File: config.mk
export PLATFORM = sky130hd
export DESIGN_NAME = vout_timing_gen_flat
export DESIGN_NICKNAME = d
export VERILOG_FILES = /design/src/rtl/vout_timing_gen_if.sv /design/src/rtl/vout_timing_gen.sv /design/src/flat_wrapper.sv
export SDC_FILE = /design/constraint.sdc
export NUM_CORES = 1
export LEC_CHECK = 0
export CELL_PAD_IN_SITES_DETAIL_PLACEMENT = 1
export CELL_PAD_IN_SITES_GLOBAL_PLACEMENT = 1
export CORE_MARGIN = 5
export CORE_UTILIZATION = 37
export CTS_CLUSTER_SIZE = 24
export DETAILED_ROUTE_END_ITERATION = 12
export MAX_ROUTING_LAYER = met4
export PLACE_DENSITY_LB_ADDON = 0.15
export SLEW_MARGIN = 0
export SYNTH_ARGS = -nofsm -noshare
export SYNTH_HDL_FRONTEND = slang
export SYNTH_SLANG_ARGS = --single-unit
export TNS_END_PERCENT = 30
File: constraint.sdc
create_clock -name clk_i -period 3 [get_ports clk_i]
set_clock_uncertainty 0.2 [all_clocks]
set_input_delay 0.3 -clock clk_i [delete_from_list [all_inputs] [get_ports clk_i]]
set_output_delay 0.3 -clock clk_i [all_outputs]
set_load 0.02 [all_outputs]
File: src/rtl/vout_timing_gen_if.sv
`timescale 1ns/1ps
// Pixel stream between the frame-buffer CDC FIFO read side and the output timing generator.
// Word layout: {sof, r[7:0], g[7:0], b[7:0]}; a word moves when s_val_i & s_rdy_o.
interface vout_timing_gen_if;
   logic        s_val_i;
   logic [24:0] s_data_i;
   logic        s_rdy_o;

   modport master (output s_val_i, output s_data_i, input s_rdy_o);
   modport slave  (input s_val_i, input s_data_i, output s_rdy_o);
endinterface

File: src/rtl/vout_timing_gen.sv
`timescale 1ns/1ps
// vout_timing_gen: HDMI output raster (HS/VS/DE) that pulls frame-aligned pixels from a stream.
// Build macro VOUT_INVERT_EN adds is_light_i and per-frame inversion of active RGB.
module vout_timing_gen #(
   parameter int H_ACTIVE = 1920,
   parameter int H_FP     = 88,
   parameter int H_SYNC   = 44,
   parameter int H_BP     = 148,
   parameter int V_ACTIVE = 1080,
   parameter int V_FP     = 4,
   parameter int V_SYNC   = 5,
   parameter int V_BP     = 36,
   parameter bit HS_POL   = 1'b1,
   parameter bit VS_POL   = 1'b1
) (
   input  logic                    clk_i,
   input  logic                    rst_i,
`ifdef VOUT_INVERT_EN
   input  logic                    is_light_i,
`endif
   vout_timing_gen_if.slave        s_if,
   output logic                    vout_hs_o,
   output logic                    vout_vs_o,
   output logic                    vout_de_o,
   output logic [23:0]             vout_data_o,
   output logic                    frame_o,
   output logic                    locked_o,
   output logic                    underflow_o
);
   localparam int H_TOT = H_ACTIVE + H_FP + H_SYNC + H_BP;
   localparam int V_TOT = V_ACTIVE + V_FP + V_SYNC + V_BP;
   localparam int HW    = $clog2(H_TOT);
   localparam int VW    = $clog2(V_TOT);

   typedef enum logic {SEEK = 1'b0, RUN = 1'b1} state_t;

   state_t        state_q, state_d;
   logic [HW-1:0] h_cnt_q, h_cnt_d;
   logic [VW-1:0] v_cnt_q, v_cnt_d;
   logic          hs_q, vs_q, de_q, frame_q, uf_q, uf_d;
   logic [23:0]   data_q, data_d;
   logic          rdy;
   logic          active, hs_on, vs_on, h_last, frame_end, sof;
   logic [23:0]   rgb_out;

   assign sof       = s_if.s_data_i[24];
   assign active    = (int'(h_cnt_q) < H_ACTIVE) && (int'(v_cnt_q) < V_ACTIVE);
   assign hs_on     = (int'(h_cnt_q) >= H_ACTIVE + H_FP) &&
                      (int'(h_cnt_q) <  H_ACTIVE + H_FP + H_SYNC);
   assign vs_on     = (int'(v_cnt_q) >= V_ACTIVE + V_FP) &&
                      (int'(v_cnt_q) <  V_ACTIVE + V_FP + V_SYNC);
   assign h_last    = (int'(h_cnt_q) == H_TOT - 1);
   assign frame_end = h_last && (int'(v_cnt_q) == V_TOT - 1);

`ifdef VOUT_INVERT_EN
   // Inversion choice is latched once per frame, on the cycle before pixel (0,0).
   logic inv_q;
   assign rgb_out = inv_q ? ~s_if.s_data_i[23:0] : s_if.s_data_i[23:0];

   always_ff @(posedge clk_i or posedge rst_i) begin
      if (rst_i)          inv_q <= 1'b0;
      else if (frame_end) inv_q <= is_light_i;
   end
`else
   assign rgb_out = s_if.s_data_i[23:0];
`endif

   always_comb begin
      h_cnt_d = h_cnt_q + 1'b1;
      v_cnt_d = v_cnt_q;
      if (h_last) begin
         h_cnt_d = '0;
         v_cnt_d = frame_end ? '0 : v_cnt_q + 1'b1;
      end
   end

   // SEEK flushes non-sof words and holds a sof word until the frame boundary.
   always_comb begin
      state_d = state_q;
      rdy     = 1'b0;
      data_d  = '0;
      uf_d    = uf_q;
      case (state_q)
         SEEK: begin
            rdy = s_if.s_val_i & ~sof;
            if (frame_end && s_if.s_val_i && sof) state_d = RUN;
         end
         RUN: begin
            rdy = active;
            if (active) begin
               if (s_if.s_val_i) begin
                  data_d = rgb_out;
               end else begin
                  uf_d    = 1'b1;
                  state_d = SEEK;
               end
            end
         end
         default: state_d = SEEK;
      endcase
   end

   assign s_if.s_rdy_o = rdy & ~rst_i;
   assign locked_o     = (state_q == RUN);
   assign underflow_o  = uf_q;
   assign vout_hs_o    = hs_q;
   assign vout_vs_o    = vs_q;
   assign vout_de_o    = de_q;
   assign vout_data_o  = data_q;
   assign frame_o      = frame_q;

   // Output stage: one cycle behind the counters and the pop.
   always_ff @(posedge clk_i or posedge rst_i) begin
      if (rst_i) begin
         h_cnt_q <= '0;
         v_cnt_q <= '0;
         state_q <= SEEK;
         hs_q    <= ~HS_POL;
         vs_q    <= ~VS_POL;
         de_q    <= 1'b0;
         data_q  <= '0;
         frame_q <= 1'b0;
         uf_q    <= 1'b0;
      end else begin
         h_cnt_q <= h_cnt_d;
         v_cnt_q <= v_cnt_d;
         state_q <= state_d;
         hs_q    <= hs_on ? HS_POL : ~HS_POL;
         vs_q    <= vs_on ? VS_POL : ~VS_POL;
         de_q    <= active;
         data_q  <= data_d;
         frame_q <= (h_cnt_q == '0) && (v_cnt_q == '0);
         uf_q    <= uf_d;
      end
   end
endmodule
File: src/flat_wrapper.sv
// flat-port wrapper written by rule: the top's interface ports become plain ports
module vout_timing_gen_flat 
#(
   parameter int H_ACTIVE = 1920,
   parameter int H_FP     = 88,
   parameter int H_SYNC   = 44,
   parameter int H_BP     = 148,
   parameter int V_ACTIVE = 1080,
   parameter int V_FP     = 4,
   parameter int V_SYNC   = 5,
   parameter int V_BP     = 36,
   parameter bit HS_POL   = 1'b1,
   parameter bit VS_POL   = 1'b1
)
  (clk_i, rst_i, vout_hs_o, vout_vs_o, vout_de_o, vout_data_o, frame_o, locked_o, underflow_o, s_if_s_val_i, s_if_s_data_i, s_if_s_rdy_o);
  vout_timing_gen_if s_if_i ();
  input  logic clk_i;
  input  logic rst_i;
  output logic vout_hs_o;
  output logic vout_vs_o;
  output logic vout_de_o;
  output logic [23:0] vout_data_o;
  output logic frame_o;
  output logic locked_o;
  output logic underflow_o;
  input wire logic [$bits(s_if_i.s_val_i)-1:0] s_if_s_val_i;
  input wire logic [$bits(s_if_i.s_data_i)-1:0] s_if_s_data_i;
  output wire logic [$bits(s_if_i.s_rdy_o)-1:0] s_if_s_rdy_o;
  assign s_if_i.s_val_i = s_if_s_val_i;
  assign s_if_i.s_data_i = s_if_s_data_i;
  assign s_if_s_rdy_o = s_if_i.s_rdy_o;
  vout_timing_gen #(.H_ACTIVE(H_ACTIVE), .H_FP(H_FP), .H_SYNC(H_SYNC), .H_BP(H_BP), .V_ACTIVE(V_ACTIVE), .V_FP(V_FP), .V_SYNC(V_SYNC), .V_BP(V_BP), .HS_POL(HS_POL), .VS_POL(VS_POL)) u_core (.clk_i(clk_i), .rst_i(rst_i), .s_if(s_if_i), .vout_hs_o(vout_hs_o), .vout_vs_o(vout_vs_o), .vout_de_o(vout_de_o), .vout_data_o(vout_data_o), .frame_o(frame_o), .locked_o(locked_o), .underflow_o(underflow_o));
endmodule
; ---- Word-level counts from Yosys, hierarchy flattened
; Index checks and enable logic that the tools add are counted.
[classes]
n_bitwise = 6
n_mul = 0
mux = 12
reduce_logical = 10
shift = 0
div = 0
n_eq_ne = 2
add_sub_neg = 2
order_cmp = 6
[op_table]
columns = operator, n
row1 = two-way mux 24 bit, 3
row2 = less-than comparator 11 bit (second input constant), 2
row3 = adder 12 x 1 -> 12 bit (second input constant), 1
row4 = equality test 12 bit (second input constant), 1
row5 = greater-or-equal comparator 12 x 11 -> 1 bit (second input constant), 1
row6 = logical NOT 12 bit, 1
row7 = less-than comparator 12 x 11 -> 1 bit (second input constant), 1
row8 = less-than comparator 12 bit (second input constant), 1
row9 = two-way mux 12 bit, 1
row10 = adder 11 x 1 -> 11 bit (second input constant), 1
row11 = equality test 11 bit (second input constant), 1
row12 = greater-or-equal comparator 11 bit (second input constant), 1
row13 = logical NOT 11 bit, 1
row14 = two-way mux 11 bit, 1
row15 = logical AND 1 bit, 7
row16 = two-way mux 1 bit, 5
row17 = inverter 1 bit, 4
row18 = one-hot mux 1 bit (2 select lines), 2
row19 = AND reduction 3 bit, 1
row20 = AND 1 bit, 2
[totals]
reg_bits = 53
latchBits = 0
mem_bits_ro = 0
memories = 0
ramBits = 0

; ---- Longest topological paths before layout
; Gate-level depths: netlist of the first run.
[logic_depth]
ltp_word = 6
ltp_mapped = 7
depth_no_buf = 6

; ---- Worst setup path before layout of the first run
; Ideal clock, no wire load.
[synth_path]
kind = input to output
startpoint = input rst_i
endpoint = output s_if_s_rdy_o
arrival_ps = 1807
path_slack_ps = 693
cell_stages = 2
path_cell_list = inv_1 -> a31o_2
[synth_via]
elab_chain_len = 2
[synth_rtl]
columns = item, line
row1 = from (decl), flat_wrapper.sv:18  ; input logic rst_i;
row2 = inverter 1 bit, vout_timing_gen.sv:103  ; assign s_if.s_rdy_o = rdy & ~rst_i;
row3 = AND 1 bit, vout_timing_gen.sv:103
row4 = to (decl), flat_wrapper.sv:28  ; output wire logic [$bits(s_if_i.s_rdy_o)-1:0] s_if_s_rdy_o;
; Every way passes these cells.

; ---- Final worst setup path of the first run
[layout_path]
startpoint = register u_core.v_cnt_q[6]
endpoint = output s_if_s_rdy_o
[layout_via]
elab_chain_len = 4
[layout_rtl]
columns = item, line
row1 = from (decl), vout_timing_gen.sv:39  ; logic [VW-1:0] v_cnt_q, v_cnt_d;
row2 = from (signal assigned), vout_timing_gen.sv:126  ; v_cnt_q <= v_cnt_d;
row3 = less-than comparator 11 bit, vout_timing_gen.sv:47  ; assign active = (int'(h_cnt_q) < H_ACTIVE) && (int'(v_cnt_q) < V_ACTIVE);
row4 = logical AND 1 bit, vout_timing_gen.sv:47
row5 = net u_core.active, vout_timing_gen.sv:43  ; logic active, hs_on, vs_on, h_last, frame_end, sof;
row6 = one-hot mux 1 bit (2 select lines), vout_timing_gen.sv:83  ; case (state_q)
row7 = AND 1 bit, vout_timing_gen.sv:103
; The timed path passes the listed nets, and every way through them passes these cells.

==> flow_results.org, run 1 <==
** Timing
- Worst hold slack :: 297.9 ps
- Min Clock Period, post-route :: 2486 ps
- Headroom to the max-slew limit came out at 55.45%.
- Portion of the clock cycle consumed by the worst path in the final layout :: 82.88%
- The number of pins with negative max-slew slack in the final report is 0.
- Number of failing hold endpoints at the final stage :: 0
- Actual transition at the worst max-transition pin :: 668.3 ps
- TNS Setup :: 0 ps
- Setup repair after global routing left no endpoint under its margin.
- Based on the critical path, the design can be clocked at up to approximately 400 MHz.
- Finish-stage setup viols :: 0

** Route
- First-iteration detailed-routing DRC count :: 72
- Wires add up to 5349 um.
- The first detailed-routing pass took 4 iterations.
- In the routed design, unresolved DRC markers number 0.
- Via count :: 1687
- Using the TritonRoute via totals, the vias-per-cell ratio works out to 4.976.
- The detail route stage leaves a number of antenna-violating nets equal to 0.
- After detailed routing, the average wire length per cell comes to 15.78 um.

** Synthesis
- After synthesis the cells add up to about 0.0022 mm^2.
- Predominant post-synthesis flop cell :: sky130_fd_sc_hd__dfrtp_1
- After synthesis, the cell types taking the most area are sky130_fd_sc_hd__dfrtp_1 59%, sky130_fd_sc_hd__and2_1 7.2%, sky130_fd_sc_hd__xor2_1 3.9%, sky130_fd_sc_hd__nand3_1 2.4%, sky130_fd_sc_hd__nand2_1 2.3%.
- Averaged over all synthesized cells, the footprint is between 10 and 15 um^2.
- After technology mapping, the gate count stands at about 200.
- Share of the synthesized area in the top cell type :: 59.02%
- Flip-flop and latch count after synthesis :: 53
- Library cells used by synthesis :: 39
- Yosys warning count :: 0
- Post-Syn Nets :: around 230
- In this run, synthesis inferred 0 flip-flops with an integrated enable.
- Cell taking the most area after synthesis :: sky130_fd_sc_hd__dfrtp_1
- Sequential cells were found to cover a little under 60% of the synthesized design area.
- Counting flops with an async set or reset pin after synthesis yields a share of 100.0%.

** Layout
- Antenna cell count :: 0
- Leaving out fill and tap cells, the most frequent cell in the layout is sky130_fd_sc_hd__clkdlybuf4s50_1.
- In the final layout, the share of cells above drive strength 1 is approximately 8.3%.
- Number of nets in the final layout :: between 200 and 300
- Leading cell types in the layout, fill and taps excluded :: 57 x sky130_fd_sc_hd__clkdlybuf4s50_1, 53 x sky130_fd_sc_hd__dfrtp_1, 26 x sky130_fd_sc_hd__and2_1
- After the flow finishes, the layout carries non-filler instances totaling 339.
- Synth-to-Final Area Change :: 34.74%
- Fraction of the core area covered by cells at the end of the flow :: 51.14%

** Clock network
- TritonCTS built the clock tree.
- CTS Buf Count :: 5
- H-tree lvl count :: 2
- The clock net in this run drives a total of 53 sinks.
- Maximum root-to-sink buffer count :: 2
- Clock latency reported for the late side of the worst-skew pair :: ~300 ps
- Clock-pin transition on the worst setup and hold timing paths :: 100 ps
- Post-CTS setup buffer count :: 0
- CTS root buf :: sky130_fd_sc_hd__clkbuf_8

** Min path
- End point of the worst hold path :: u_core.h_cnt_q[10]
- The startpoint identified for the worst hold timing path is u_core.h_cnt_q[10].
- Hold/Removal Path Class :: flop to flop
- Counting instances, the worst hold path has a depth of 1.

** Floorplan
- Die extent in x :: 87.93 um
- The initialized floorplan defines 28 standard-cell rows.
- The initial utilization of the core area, before any placement, comes to 37.95%.
- 59 I/O pins were placed.
- The floorplan step defined a core boundary enclosing 0.005921 mm^2.
- Die span in y :: just under 90 um
- Floorplan die area :: 0.007732 mm^2

** Global routing
- Number of global-route vias before repair :: 1700
- Initial antenna violation count :: 0
- Global-route total usage across every layer :: roughly 15%
- The first global-routing pass estimated 8721 um of wire.
- Total overflow reported by the global router :: 0
- Entering global routing, the biggest net connects 54 pins.

** Place
- The number of placed instances, taps included, is between 300 and 400.
- Routability cong. :: 0.7781
- Post-detail-place hpwl :: 3968 um
- Port-buffer cells :: 58

** Outcome
- The run finished with clean final reports.

** Pwr
- Summed over all cells, the static leakage comes to 1.387 nW.
- IR analysis of the VDD net gives a maximum drop of 0.2130 mV.
- Power density over the cells :: 388.2 mW/mm^2
- Overall power of the completed layout :: ~1.2 mW

** Critical path
- Reg-to-reg slack, setup :: 670 ps
- The critical path in this run is classified as flop to primary output.
- The worst setup path is launched from a flop.
- Endpoint required time on the critical path :: between 2000 and 3000 ps
- Crit path capture type :: primary output
- Startpoint of the most critical register-to-register path :: u_core.v_cnt_q[7]
- For the worst flop-to-flop path, the logic depth is 4.
- Data on the critical path arrives at its endpoint at 1990 ps.
- In this run the worst path has a maximum fanout of 8.
- Critical R2R Capture :: u_core.v_cnt_q[6]

** Flow run
- Max-cap violations in this run came to 0.
flip-flops by register name (all words and copies together) (netlist names):
register            cells
u_core.h_cnt_q         12
u_core.vout_data_o     24
u_core.underflow_o      1
u_core.frame_o          1
u_core.v_cnt_q         11
u_core.vout_vs_o        1
u_core.locked_o         1
u_core.vout_hs_o        1
u_core.vout_de_o        1
cells by family after synthesis:
logic type                 count (synthesis)  synth area share, %
and+or+nand+nor                           94                23.50
DFF                                       53                59.02
AOI/OAI and AO/OA                         19                6.738
buffers and inverters                     17                2.951
xor gates and xnor gates                  12                4.677
adders and majority gates                  4                2.227
muxes                                      2               0.8909
metrics by stage:
step	setup WS, ps	area, um^2
6_report	513.6	3028
5_1_grt	378.5	3028
4_1_cts	14.87	3020
3_5_place_dp	317.2	2923
3_3_place_gp	391.4	2923
2_1_floorplan	693.0	2247
Yosys cell counts (2+ instances only):
cell and instances:
sky130_fd_sc_hd__and4_1 3, sky130_fd_sc_hd__ha_1 4, sky130_fd_sc_hd__xor2_1 10, sky130_fd_sc_hd__nor3_1 4, sky130_fd_sc_hd__nand3b_1 2, sky130_fd_sc_hd__xnor2_1 2
sky130_fd_sc_hd__nor2_1 13, sky130_fd_sc_hd__a31o_2 2, sky130_fd_sc_hd__and3_1 3, sky130_fd_sc_hd__nand2_1 14, sky130_fd_sc_hd__and2_1 26, sky130_fd_sc_hd__nand3_1 11
sky130_fd_sc_hd__a31oi_1 2, sky130_fd_sc_hd__mux2i_1 2, sky130_fd_sc_hd__or3_1 3, sky130_fd_sc_hd__a21oi_1 2, sky130_fd_sc_hd__o21ai_0 4, sky130_fd_sc_hd__nand4_1 5
sky130_fd_sc_hd__nor4_1 4, sky130_fd_sc_hd__dfrtp_1 53, sky130_fd_sc_hd__inv_1 10, sky130_fd_sc_hd__buf_2 2, sky130_fd_sc_hd__clkbuf_1 4
layer usage:
layer | GRT usage [%] | up-vias | share of wire (%) | wire length [um]
met2 | 23.36 | 37 | 50 | 2689
met3 | 3.293 | 9 | 5.0 | 268
li1 | - | 810 | - | -
met5 | - | - | 0 | 0
met1 | 20.24 | 831 | 43 | 2317
met4 | 3.347 | 0 | 1.4 | 73
where the power goes:
group | total (mW) | leakage, nW | internal, mW | switching (mW)
Clock | 0.402 | 0.0481 | 0.166 | 0.236
Sequential | 0.716 | 0.718 | 0.715 | 0.000696
Combinational | 0.0578 | 0.621 | 0.0357 | 0.0222
how the worst max path moves through the flow:
stage / start / end / cells past startpoint
after floorplan: rst_i / s_if_s_rdy_o / 2
after global placement: u_core.v_cnt_q[6] / s_if_s_rdy_o / 5
after detailed placement: u_core.v_cnt_q[6] / s_if_s_rdy_o / 5
after CTS: u_core.v_cnt_q[6] / s_if_s_rdy_o / 5
after global routing: u_core.v_cnt_q[6] / s_if_s_rdy_o / 5
final: u_core.v_cnt_q[6] / s_if_s_rdy_o / 5
layout make-up:
class | count | area (um^2)
Fill cell | 637 | 2893
Tap cell | 75 | 93.84
Clock buffer | 5 | 68.82
Multi-Input combinational cell | 131 | 865.8
Sequential cell | 53 | 1326
Clock inverter | 3 | 22.52
Inverter | 10 | 37.54
Timing Repair Buffer | 62 | 613.1
worst max-delay path, cell delays in order, from the launching register on:
cell and delay [ps]:
sky130_fd_sc_hd__dfrtp_1 480, sky130_fd_sc_hd__nor4_2 340, sky130_fd_sc_hd__nand2_1 170, sky130_fd_sc_hd__a211oi_2 290, sky130_fd_sc_hd__a31o_2 180, sky130_fd_sc_hd__dlymetal6s2s_1 230
what timing repair did:
item	CTS	global route
setup endpoints to repair	1	1
hold buffers	0	0
gates resized for setup	1	2
No activity file was read; power rests on OpenSTA's default activity.
==> run 2, diff against run 1 <==
--- a/config.mk
+++ b/config.mk
@@ -8,7 +8,7 @@
 export CELL_PAD_IN_SITES_DETAIL_PLACEMENT = 1
 export CELL_PAD_IN_SITES_GLOBAL_PLACEMENT = 1
 export CORE_MARGIN = 5
-export CORE_UTILIZATION = 37
+export CORE_UTILIZATION = 33
 export CTS_CLUSTER_SIZE = 24
 export DETAILED_ROUTE_END_ITERATION = 12
 export MAX_ROUTING_LAYER = met4
==> constraint.sdc (replaced) <==
create_clock -name clk_i -period 2 [get_ports clk_i]
set_clock_uncertainty 0.2 [all_clocks]
set_input_delay 0.2 -clock clk_i [delete_from_list [all_inputs] [get_ports clk_i]]
set_output_delay 0.2 -clock clk_i [all_outputs]
set_load 0.02 [all_outputs]
==> run 2 against run 1 <==
  * The flow now finishes with violations (setup timing)
  * Clock-buffer cell count rose by 2
  * Sequential share of layout area down 6.2 points
  * Sequential power rose by 49%
  * Combinational power is 60% higher
  * Critical path depth stayed put
  * Setup slack got worse by 670 ps
  * First-iteration DRC count is 5.6% lower
  * Critical endpoint is now u_core.v_cnt_q[5]
==> flow_results.org, run 2 (same netlist as run 1, synthesis figures left out) <==
** Pwr
- Power density over the cells :: 541.4 mW/mm^2 (+39%)
- Static leakage :: 1.646 nW (+19%)
- The peak supply drop is 0.3519 mV (+65%).

** Timing
- Min Clock Period, post-route :: 2154 ps
- Setup repair after global routing could not meet its margin everywhere.
- Count of pins over their slew limit :: 0 (unchanged)
- The number of endpoints failing setup at the final stage was 34 (+34).
- The transition at the pin with the smallest max-transition slack came to 674.7 ps (+6.408 ps).
- Top achievable clock speed :: roughly 460 MHz
- Worst-case headroom to the max-slew limit :: 55.02% (-0.43 points)
- The final setup slack of the worst path came to -154.5 ps (-668.1 ps).
- The hold violation total from the final report was 0 (unchanged).
- Of the available clock period, the critical path in the final layout requires 107.7%.

** Route
- First-iteration detailed-routing DRC count :: 68 (-5.6%)
- The DRC violation count after routing was 0 (unchanged).
- The total length of routed wires was 5941 um (+11%).
- Via count :: 1848 (+9.5%)
- The iteration count of the initial detailed-routing pass was 4 (unchanged).
- The detailed-routed wire length on met3 was 448 um (+67%).
- The sum of met2 wire segment lengths after detailed routing came to 2914 um (+8.4%).
- Signal routing reaches up to met4.
- WL met1 :: 2513 um (+8.5%)
- The final antenna-violating net count came to 0 (unchanged).
- The number of vias per cell after detailed routing is 4.763 (-4.3%).
- The routed wire length per instance was 15.31 um (-3.0%).

** Global routing
- Initial antenna violation count :: 0 (unchanged)
- The total global routing overflow was 0 (unchanged).
- Pin count of the biggest net entering global routing :: 54 (unchanged)
- Global-route total usage across every layer :: 15.18% (+0.13 points)
- The wire length of the first global-routing pass was 9908 um (+14%).
- The via count of the first global-routing pass is 2060 (+21%).

** Outcome
- The flow ran to the end, but the final reports show violations.
- The checks that failed: setup timing.

** Clock network
- CTS Buf Count :: 5 (unchanged)
- TritonCTS built the clock tree.
- The maximum level of the CTS H-tree came to 2 (unchanged).
- Clock latency reported for the late side of the worst-skew pair :: 300 ps (about the same)
- Maximum root-to-sink buffer count :: 2 (unchanged)
- Count of hold buffers inserted by post-cts repair :: 0 (unchanged)
- CTS placed an instance of sky130_fd_sc_hd__clkbuf_8 at the clock tree root.
- The clock-pin slew of the registers on the worst-case setup and hold paths came to 90 ps (about the same).
- The number of sinks handled by clock tree synthesis is 53 (unchanged).

** Critical path
- The critical path in this run is classified as flop to flop.
- Crit-path slowest cell :: sky130_fd_sc_hd__or4_4
- The arrival time at the worst endpoint was 2150 ps (+160 ps).
- The critical path goes through buf_4 -> or4b_4 -> or4_4 -> a21oi_2 -> o21ai_1.
- The biggest cell delay along the critical path is 550 ps (+70 ps).
- The largest fanout of any net on the critical path is 6 (-2).
- Reg-to-reg slack, setup :: -150 ps (-820 ps)
- Endpoint required time on the critical path :: 2000 ps (-500 ps)
- STA classifies the critical path startpoint as a flop.
- Crit path capture type :: flop

** Floorplan
- The core region area is 0.006719 mm^2 (+13%).
- Initial core utilization :: 33.45% (-4.5 points)
- The die area was 0.008560 mm^2 (+11%).
- The horizontal die dimension was 92.52 um (+5.2%).
- Num rows :: 30 (+7.1%)
- Die span in y :: 92.52 um (+5.2%)
- I/O pin count :: 59 (unchanged)

** Layout
- Compared with the post-synthesis result, the final layout area differs by 57.13%.
- The library cells used most frequently in the layout, excluding fill and tap cells, are 57 x sky130_fd_sc_hd__clkdlybuf4s50_1, 53 x sky130_fd_sc_hd__dfrtp_1, 38 x sky130_fd_sc_hd__buf_4.
- The fraction of layout instances using a drive strength above 1 is 25.97% (+18 points).
- The number of diodes came to 0 (unchanged).
- Number of nets in the final layout :: 339 (+15%)
- The post-layout utilization of the core was 52.55% (+1.4 points).
- The library cell used most frequently in the layout, excluding fill and tap cells, is sky130_fd_sc_hd__clkdlybuf4s50_1.
- Flip-flop count of the largest register after layout :: 24 (unchanged)
- Cell area after layout :: 0.003531 mm^2 (+17%)

** Flow run
- MaxCap Viol Count :: 0 (unchanged)

** Place
- The number of port buffers was 58 (unchanged).
- Post-detail-place hpwl :: 4252 um (+7.1%)
- The global placer's final weighted congestion was 0.8097 (+4.1%).
- Cell area reported after detailed placement :: 0.003189 mm^2 (+9.1%)

** Min path
- Hold/Removal Path Class :: primary input to flop
[run 2: cell types whose count changed in the layout (fill, tap and decap cells not counted), moves of 2 or more]
cell                       change
sky130_fd_sc_hd__buf_16        +2
sky130_fd_sc_hd__clkinv_4      -2
sky130_fd_sc_hd__and2_1        -7
sky130_fd_sc_hd__buf_6         +9
sky130_fd_sc_hd__and2_4        +7
sky130_fd_sc_hd__or3_1         -2
sky130_fd_sc_hd__buf_4        +34
sky130_fd_sc_hd__or3_4         +2
[run 2: area by class of cell]
type | count | area [um^2]
flip-flops and latches | 53 | 1326
clock inverters | 1 | 30.03
repair buffers | 106 | 1012
multi-input cells | 131 | 934.6
fillers | 704 | 3188
clock buffers | 7 | 86.33
well taps | 80 | 100.1
inverters | 10 | 41.29
[run 2: layer usage]
layer	vias to the layer above	GRT usage, %
li1	894	-
met1	896	17.53
met2	52	25.44
met3	6	5.199
met4	0	3.713
met5	-	-
[run 2: what timing repair did]
item / CTS / global route
gates cloned: 2 / 0
endpoints found under the setup margin: 36 / 39
hold endpoints to repair: 0 / 0
pin swaps: 6 / 12
resized for setup: 19 / 15
buffers inserted: 12 / 2
[run 2: final timing paths]
check / start / end / depth (start not counted)
min: s_if_s_data_i[8] / u_core.vout_data_o[8] / 2
max in group asynchronous: rst_i / u_core.v_cnt_q[10] / 3
min reg2reg: u_core.underflow_o / u_core.underflow_o / 1
min in group asynchronous: rst_i / u_core.v_cnt_q[9] / 3
max: u_core.v_cnt_q[8] / u_core.v_cnt_q[5] / 5
max reg2reg: u_core.v_cnt_q[8] / u_core.v_cnt_q[5] / 5
[run 2: stage by stage]
| step | setup TNS, ps | total power [mW] | std cells | hold WS, ps | worst slack (ps) |
|---|---|---|---|---|---|
| after floorplan | -389.8 | 1.118 | 201 | 65.70 | -41.20 |
| after global placement | -948.6 | 1.186 | 368 | 248.9 | -325.1 |
| after detailed placement | -1328 | 1.187 | 368 | 253.6 | -374.4 |
| after CTS | -2073 | 1.944 | 387 | 227.5 | -155.1 |
| after global routing | -5521 | 1.999 | 388 | 223.7 | -219.0 |
| final | -1994 | 1.912 | 388 | 242.1 | -154.5 |
[run 2: critical path, delay by kind of cell (launching register included)]
| family | cells | cell delay (ps) |
|---|---|---|
| and+or+nand+nor | 2 | 1060 |
| DFF | 1 | 420 |
| AOI/OAI and AO/OA | 2 | 220 |
| buffers and inverters | 1 | 160 |
[run 2: power breakdown]
part | internal (mW) | total, mW | switching (mW)
clock | 0.408 | 0.746 | 0.338
combinational | 0.0574 | 0.0923 | 0.0349
sequential | 1.07 | 1.07 | 0.000977
total | 1.54 | 1.91 | 0.374
